### src/rtl/glitc_bit_aligner.sv
// Per-bit training aligner: captures 8-bit frames on one channel bit,
// compares them to the expected byte and issues BITSLIPs until lock or failure.
module glitc_bit_aligner #(
  parameter int SETTLE_CYCLES = 16,
  parameter int MATCH_FRAMES  = 4,
  parameter int MAX_SLIPS     = 8
) (
  input  logic        SYSCLK,
  input  logic        rst_i,
  input  logic [47:0] data_i,
  input  logic        valid_i,
  input  logic        sync_i,
  input  logic        start_i,
  input  logic [3:0]  bit_sel_i,
  input  logic [7:0]  pattern_i,
  output logic [11:0] bitslip_o,
  output logic        busy_o,
  output logic        locked_o,
  output logic        fail_o,
  output logic [3:0]  slip_count_o,
  output logic [7:0]  frame_o
);

  localparam int SW = $clog2(SETTLE_CYCLES + 1);
  localparam int MW = $clog2(MATCH_FRAMES + 1);
  localparam logic [SW-1:0] SETTLE_LAST = SW'(SETTLE_CYCLES - 1);
  localparam logic [MW-1:0] MATCH_LAST  = MW'(MATCH_FRAMES - 1);
  localparam logic [3:0]    SLIP_MAX    = 4'(MAX_SLIPS);

  typedef enum logic [2:0] {
    S_IDLE, S_SETTLE, S_CAP_HI, S_CAP_LO,
    S_CHECK, S_SLIP, S_LOCK, S_FAIL
  } state_t;

  state_t        state_q, state_d;
  logic [3:0]    sel_q, sel_d;
  logic [7:0]    pat_q, pat_d;
  logic [7:0]    cap_q, cap_d;
  logic [7:0]    frame_q, frame_d;
  logic [3:0]    slip_q, slip_d;
  logic [MW-1:0] match_q, match_d;
  logic [SW-1:0] settle_q, settle_d;
  logic          locked_q, locked_d;
  logic          fail_q, fail_d;
  logic [3:0]    nib;

  // Selected bit's 4 samples; out-of-range selects never reach capture.
  always_comb begin
    nib = '0;
    for (int b = 0; b < 12; b++) begin
      if (sel_q == b[3:0]) nib = data_i[4*b +: 4];
    end
  end

  always_comb begin
    state_d  = state_q;
    sel_d    = sel_q;
    pat_d    = pat_q;
    cap_d    = cap_q;
    frame_d  = frame_q;
    slip_d   = slip_q;
    match_d  = match_q;
    settle_d = settle_q;
    locked_d = locked_q;
    fail_d   = fail_q;
    unique case (state_q)
      S_IDLE: begin
        if (start_i) begin
          sel_d    = bit_sel_i;
          pat_d    = pattern_i;
          slip_d   = '0;
          locked_d = 1'b0;
          fail_d   = 1'b0;
          settle_d = '0;
          match_d  = '0;
          if (bit_sel_i > 4'd11) begin
            state_d = S_FAIL;
            fail_d  = 1'b1;
          end else begin
            state_d = S_SETTLE;
          end
        end
      end
      S_SETTLE: begin
        if (valid_i) begin
          if (settle_q == SETTLE_LAST) begin
            settle_d = '0;
            state_d  = S_CAP_HI;
          end else begin
            settle_d = settle_q + SW'(1);
          end
        end
      end
      S_CAP_HI: begin
        if (valid_i && sync_i) begin
          cap_d[7:4] = nib;
          state_d    = S_CAP_LO;
        end
      end
      S_CAP_LO: begin
        if (valid_i) begin
          if (sync_i) begin
            cap_d[7:4] = nib;
          end else begin
            cap_d[3:0] = nib;
            state_d    = S_CHECK;
          end
        end
      end
      S_CHECK: begin
        frame_d = cap_q;
        if (cap_q == pat_q) begin
          if (match_q == MATCH_LAST) begin
            state_d  = S_LOCK;
            locked_d = 1'b1;
          end else begin
            match_d = match_q + MW'(1);
            state_d = S_CAP_HI;
          end
        end else if (slip_q < SLIP_MAX) begin
          state_d = S_SLIP;
        end else begin
          state_d = S_FAIL;
          fail_d  = 1'b1;
        end
      end
      S_SLIP: begin
        if (slip_q < SLIP_MAX) slip_d = slip_q + 4'd1;
        match_d  = '0;
        settle_d = '0;
        state_d  = S_SETTLE;
      end
      S_LOCK:  state_d = S_IDLE;
      S_FAIL:  state_d = S_IDLE;
      default: state_d = S_IDLE;
    endcase
  end

  always_ff @(posedge SYSCLK) begin
    if (rst_i) begin
      state_q  <= S_IDLE;
      sel_q    <= '0;
      pat_q    <= '0;
      cap_q    <= '0;
      frame_q  <= '0;
      slip_q   <= '0;
      match_q  <= '0;
      settle_q <= '0;
      locked_q <= 1'b0;
      fail_q   <= 1'b0;
    end else begin
      state_q  <= state_d;
      sel_q    <= sel_d;
      pat_q    <= pat_d;
      cap_q    <= cap_d;
      frame_q  <= frame_d;
      slip_q   <= slip_d;
      match_q  <= match_d;
      settle_q <= settle_d;
      locked_q <= locked_d;
      fail_q   <= fail_d;
    end
  end

  assign bitslip_o = (state_q == S_SLIP) ? (12'd1 << sel_q) : '0;
  assign busy_o = !(state_q inside {S_IDLE, S_LOCK, S_FAIL});
  assign locked_o     = locked_q;
  assign fail_o       = fail_q;
  assign slip_count_o = slip_q;
  assign frame_o      = frame_q;

endmodule

### config.mk
export PLATFORM = sky130hd
export DESIGN_NAME = glitc_bit_aligner
export DESIGN_NICKNAME = d
export VERILOG_FILES = /design/src/rtl/glitc_bit_aligner.sv
export SDC_FILE = /design/constraint.sdc
export NUM_CORES = 1
export LEC_CHECK = 0
export ABC_AREA = 1
export BUFFER_PORTS_ARGS = -buffer_cell sky130_fd_sc_hd__buf_4
export CORE_MARGIN = 1
export CORE_UTILIZATION = 30
export DETAILED_ROUTE_END_ITERATION = 6
export PLACE_DENSITY_LB_ADDON = 0.3
export SLEW_MARGIN = 30
export SYNTH_ARGS = -nofsm -noshare
export SYNTH_HDL_FRONTEND = slang
export SYNTH_SLANG_ARGS = --single-unit
export TNS_END_PERCENT = 30
### constraint.sdc
create_clock -name SYSCLK -period 2.13 [get_ports SYSCLK]
set_input_delay 0.213 -clock SYSCLK [delete_from_list [all_inputs] [get_ports SYSCLK]]
set_output_delay 0.213 -clock SYSCLK [all_outputs]
set_load 0.05 [all_outputs]
==> results of run 1 <==
==> final timing paths <==
| kind | startpoint | endpoint | cells after the start |
|---|---|---|---|
| worst max register to register | state_q[2]$_SDFFE_PP0P_ | match_q[2]$_SDFFE_PP0P_ | 8 |
| worst max-delay path | state_q[2]$_SDFFE_PP0P_ | bitslip_o[0] | 5 |
| worst min-delay path | pattern_i[0] | pat_q[0]$_SDFFE_PP0P_ | 3 |
| worst min register to register | settle_q[4]$_SDFFE_PP0P_ | settle_q[4]$_SDFFE_PP0P_ | 2 |
==> power by group through the flow <==
stage               combinational, uW  clock [uW]  sequential, uW
floorplan                        1180           0            1310
global placement                 1750           0            1200
detailed placement               1780           0            1200
CTS                              1790         773            1180
global route                     2010         816            1210
finish                           1790         755            1180
==> cells by family after synthesis <==
family                     synth area share [%]
adders and majority gates                 1.899
and+or+nand+nor                           38.60
xor gates and xnor gates                  2.327
DFF                                       34.19
buffers and inverters                     10.11
AOI/OAI and AO/OA                         12.87
==> final cells by class <==
type                            instances  area share [%]
Clock inverter                          3           1.821
Sequential cell                        45           25.22
Timing Repair Buffer                   93           19.54
Inverter                               64           6.725
Multi-Input combinational cell        290           41.09
Tap cell                              105           3.678
Clock buffer                            5           1.926
==> per-layer routing <==
layer / track usage (%) / up-vias
met2: 29.76 / 107
met3: 2.528 / 12
met1: 23.20 / 1247
li1: - / 1484
met5: 0 / -
met4: 5.348 / 0
==> state kept, by name (all words and copies together), names as in the netlist <==
name / count
locked_o: 1
settle_q: 5
slip_count_o: 4
cap_q: 8
frame_o: 8
fail_o: 1
sel_q: 4
state_q: 3
match_q: 3
pat_q: 8
==> critical path, stage by stage (launching register included) <==
cell and delay [ns]:
dfxtp_1 0.44, inv_2 0.14, nor2_4 0.15, inv_2 0.13, nor3_1 0.21, buf_4 0.24
==> placed cells by master, fill, tap and decap left out, types with 6 or more instances in the layout <==
cell type / synthesis / layout
a21oi_1: 24 / 24
buf_4: 0 / 93
dfxtp_1: 45 / 45
inv_1: 52 / 52
inv_2: 12 / 12
nand2_1: 69 / 69
nand3_1: 22 / 22
nand4_1: 13 / 13
nor2_1: 77 / 77
nor2_4: 8 / 8
nor3_1: 14 / 14
o21ai_0: 31 / 31
xnor2_1: 6 / 6
==> through the flow <==
| step | worst slack, ns | util, % | TNS, ns | cells | hold WS (ns) |
|---|---|---|---|---|---|
| after global routing | 0.1544 | 42.83 | 0 | 605 | 0.1369 |
| final | 0.2910 | 42.83 | 0 | 605 | 0.1398 |
| after detailed placement | 0.4761 | 41.22 | 0 | 597 | 0.4444 |
| after floorplan | -0.03222 | - | -0.1933 | 406 | 0.3479 |
| after CTS | 0.2878 | 42.83 | 0 | 605 | 0.1378 |
| after global placement | 0.5225 | 41.22 | 0 | 597 | 0.4401 |
==> summary.txt, run 1 <==
Layout
  – Register area: 900.9 um2
  – Finished layout cell area: 3572 um2
  – Fin nets: 568
  – Fillcell total: 925
  – Diode count: 0
  – Area delta synth->final: 35.57%
  – Ratio of cells with drive above 1 in the final layout: 26.60%
  – Footprint of the multi-input gates: 1468 um2

Synth
  – Most common cell in the netlist: nor2_1
  – Top-area cell type share of the netlist area: 34.19%
  – Top cells by area, synth: dfxtp_1 (34%), nor2_1 (11%), nand2_1 (9.8%)
  – Most frequent cells after synthesis: nor2_1 (77), nand2_1 (69), inv_1 (52)
  – Count of cell types in the netlist: 30
  – Part of the Yosys area used for sequential elements: 34.19%
  – Syn Area/Cell: 6.490 um2
  – Post-synth EDFFs: 0
  – Synthesized net count: 475
  – Cell taking the most area after synthesis: dfxtp_1
  – Cells after Synth: 406
  – Mapped Area: 2635 um2
  – #FFs+latches synth: 45
  – Synth Flop Type: dfxtp_1
  – Asr flop ratio synth: 0%
  – Synth warn: 0

Floorplanning
  – Die area: 9162 um2
  – FP Rows: 33
  – Initial Util: 31.59%
  – Core area: 8341 um2
  – Width of the die: 95.72 um
  – Io pins: 92
  – Die Height: 95.72 um

Timing
  – Tmin final: 1.839 ns
  – Relative slew margins: 64.73%
  – Max Clk Rate: 543.8 MHz
  – Period utilization: 86.34%
  – Fin. max-slew vios: 0
  – RSZ-0062 raised after global routing: false
  – Worst-margin pin slew: 0.5251 ns
  – Hold Vio Cnt, Final: 0
  – Setup violations, final: 0
  – Clock Skews: 0.005895 ns

Clock network
  – Post-cts hold buffer count: 0
  – CTS Root Cell: clkbuf_8
  – Clk_lat worst skew: 0.30 ns
  – CTS Buffer Depth: 2
  – H-tree depth: 2
  – CTS tree: yes
  – Clock sink count: 45
  – Post-CTS Setup Inserts: 0
  – Clk slew on worst S/H paths: 0.09 ns
  – TritonCTS Buffers: 5
  – CTS resizes: 0

Flow run
  – Max_cap viols: 0

Critical path
  – Flop2flop setup slack: 0.46 ns
  – Worst EP required: 1.92 ns
  – Arrival time at the worst endpoint: 1.63 ns
  – Crit-path max FO: 15
  – Critical path class: reg -> out
  – Worst setup EP type: output pin
  – Startpoint Class: flip-flop

Route
  – Top routing layer in use: met4
  – DRC errors left: 0
  – Routed len/inst: 12.79 um
  – Initial drt markers: 139
  – Final ANT Viol Nets: 0
  – Met3 routed WL: 521 um
  – Routed WL: 7736 um
  – Vias per cell: 4.711
  – Via count: 2850
  – Pre-antenna DRT Iters: 4
  – Wire length on met1: 3513 um
  – DR WL met2: 3563 um

GRT
  – Largest net degree at the start of global routing: 18
  – First-pass GRT wire length: 12390 um
  – Remaining global-route overflow: 0
  – Initial antenna violation count: 0
  – Number of global-route vias before repair: 2678
  – Gr usage total: 17.63%

Power
  – Power Density: 1042 nW/um2
  – Leak: 0.001732 uW
  – Sw Share: 43.44%
  – Clk pwr share: 20.3%
  – Switch Pwr: 1618 uW
  – Gate power share: 48.0%
  – Peak VDD IR: 0.5705 mV
  – Flop pwr share: 31.7%
  – P_int: 2106 uW
  – Total power: 3724 uW

Place
  – Port Buffers: 91
  – HPWL Detailed: 6116 um
  – Gp weighted congestion: 0.9013
  – DP Area: 3438 um2

Hold path
  – Min-Delay Path Class: in -> reg

Status
  – Outcome: finished, final reports clean
Power figures use the tool's default switching activity.
==> inputs of run 2 (changes only) <==
CELL_PAD_IN_SITES_DETAIL_PLACEMENT = 2   (was default)
CELL_PAD_IN_SITES_GLOBAL_PLACEMENT = 2   (was default)
CORE_MARGIN = default   (was 1)
CORE_UTILIZATION = 28   (was 30)
==> summary.txt, run 2 (synthesized netlist as in run 1, its figures left out) <==
Power
  – Sw Share: 46.46%
  – Power Density: 1046 nW/um2
  – Switch Pwr: 1738 uW
  – Peak VDD IR: 0.4658 mV
  – Leak: 0.001734 uW
  – P_int: 2003 uW
  – Clk pwr share: 17.7%
  – Gate power share: 50.5%
  – Total power: 3741 uW
  – Flop pwr share: 31.8%

Timing
  – Period utilization: 94.27%
  – Hold Vio Cnt, Final: 0
  – Setup violations, final: 0
  – Fin. max-slew vios: 0
  – Hold_ws: 0.1258 ns
  – RSZ-0062 raised after global routing: false
  – Final setup margin: 0.1220 ns
  – Worst-margin pin slew: 0.5152 ns
  – Clock Skews: 0.01613 ns
  – Max Clk Rate: 498.0 MHz
  – Relative slew margins: 65.40%
  – Tmin final: 2.008 ns

Critical path
  – Arrival time at the worst endpoint: 1.79 ns
  – Critical path class: reg -> out
  – CP Buf/Inv Count: 3
  – Reg2reg end: state_q[1]$_SDFFE_PP0P_
  – Slowest-stage cell, CP: dfxtp_1
  – Most frequent CP cell: inv_2
  – CP Cell Sequence: inv_2, nand2_1, nor2_4, inv_2, nor3_1, buf_4
  – Worst setup path start: state_q[1]$_SDFFE_PP0P_
  – Startpoint Class: flip-flop
  – Worst setup EP type: output pin
  – Crit-path max FO: 15
  – Worst EP required: 1.92 ns
  – Register-to-Register Path Depth: 8
  – R2R Path Start: settle_q[0]$_SDFFE_PP0P_
  – Top delay family on crit path: simple AND/OR/NAND/NOR gates
  – Flop2flop setup slack: 0.31 ns
  – Crit-path max cell delay: 0.35 ns

Hold path
  – WHS Endpoint: pat_q[5]$_SDFFE_PP0P_
  – Min-Delay Path Class: in -> reg
  – Hold_sp: pattern_i[5]
  – Hold Path Depth: 3

Clock network
  – CTS Buffer Depth: 2
  – H-tree depth: 2
  – TritonCTS Buffers: 5
  – CTS resizes: 0
  – CTS tree: yes
  – Post-cts hold buffer count: 0
  – Clock sink count: 45
  – Clk slew on worst S/H paths: 0.10 ns
  – CTS Root Cell: clkbuf_8
  – Clk_lat worst skew: 0.30 ns
  – Post-CTS Setup Inserts: 0

Floorplanning
  – Initial Util: 28.65%
  – Die Height: 99.01 um
  – Core area: 9196 um2
  – Io pins: 92
  – Width of the die: 99.01 um
  – Die area: 9803 um2
  – FP Rows: 35

Route
  – Top routing layer in use: met4
  – Pre-antenna DRT Iters: 7
  – Via count: 2999
  – Met3 routed WL: 444 um
  – Vias per cell: 4.892
  – Initial drt markers: 58
  – Final ANT Viol Nets: 0
  – Routed len/inst: 16.38 um
  – DRC errors left: 0
  – DR WL met2: 5002 um
  – Wire length on met1: 4553 um
  – Routed WL: 10040 um

Layout
  – Fin nets: 571
  – Commonest non-fill, non-tap cells in the layout: buf_4 (96), nor2_1 (77), nand2_1 (69)
  – Footprint of the multi-input gates: 1468 um2
  – Register area: 900.9 um2
  – Diode count: 0
  – Most common cell after layout, fill and taps aside: buf_4
  – Fillcell total: 1153
  – Layout Cells excl Fill: 613
  – Ratio of cells with drive above 1 in the final layout: 26.89%
  – Area delta synth->final: 35.71%

GRT
  – Number of global-route vias before repair: 3244
  – Initial antenna violation count: 0
  – Largest net degree at the start of global routing: 18
  – First-pass GRT wire length: 16470 um
  – Remaining global-route overflow: 0
  – Gr usage total: 21.37%

Status
  – Outcome: finished, final reports clean

Place
  – Post-Place Setup Slack: 0.3532 ns
  – Port Buffers: 91
  – HPWL Detailed: 8121 um
  – Gp weighted congestion: 0.7915
  – DP Cell Count: 606

Flow run
  – Max_cap viols: 0
run 2: metal layers:
layer  up-vias  track usage (%)
met4         0            3.904
met5         -                0
met3         2            3.262
met2        72            39.11
li1       1485                -
met1      1440            26.55
run 2: power groups by stage:
stage | clock network (uW) | registers [uW] | logic [uW]
2_1_floorplan | 0 | 1310 | 1180
3_3_place_gp | 0 | 1200 | 1820
3_5_place_dp | 0 | 1210 | 1910
4_1_cts | 686 | 1190 | 1920
5_1_grt | 710 | 1220 | 2120
6_report | 662 | 1190 | 1890
run 2: how the worst max path moves through the flow:
stage                            end  slack, ns  depth (start not counted)
2_1_floorplan           bitslip_o[1]      -0.03                          6
3_3_place_gp   cap_q[4]$_SDFFE_PP0P_       0.45                         11
3_5_place_dp   cap_q[7]$_SDFFE_PP0P_       0.35                         11
4_1_cts                 bitslip_o[8]       0.13                          6
5_1_grt                 bitslip_o[8]       0.02                          6
6_report                bitslip_o[8]       0.12                          6
run 2: area by class of cell:
class / count / area share, %
multi-input combinational: 290 / 41.04
tap: 111 / 3.884
clock buffer: 5 / 1.924
clock inverter: 2 / 1.085
inverter: 64 / 6.718
sequential: 45 / 25.19
timing repair buffer: 96 / 20.15
run 2: tightest hold or removal path, delay by kind of cell:
kind,cells,cell delay (ns)
AND/OR/NAND/NOR,2,0.11
buffers and inverters,1,0.08
run 2: stage by stage:
stage | TNS [ns] | area (um2) | utilization [%]
after detailed placement | 0 | 3468 | 37.71
after global placement | 0 | 3468 | 37.71
after floorplan | -0.1933 | 2635 | -
after global routing | 0 | 3576 | 38.88
after CTS | 0 | 3576 | 38.88
final | 0 | 3576 | 38.88
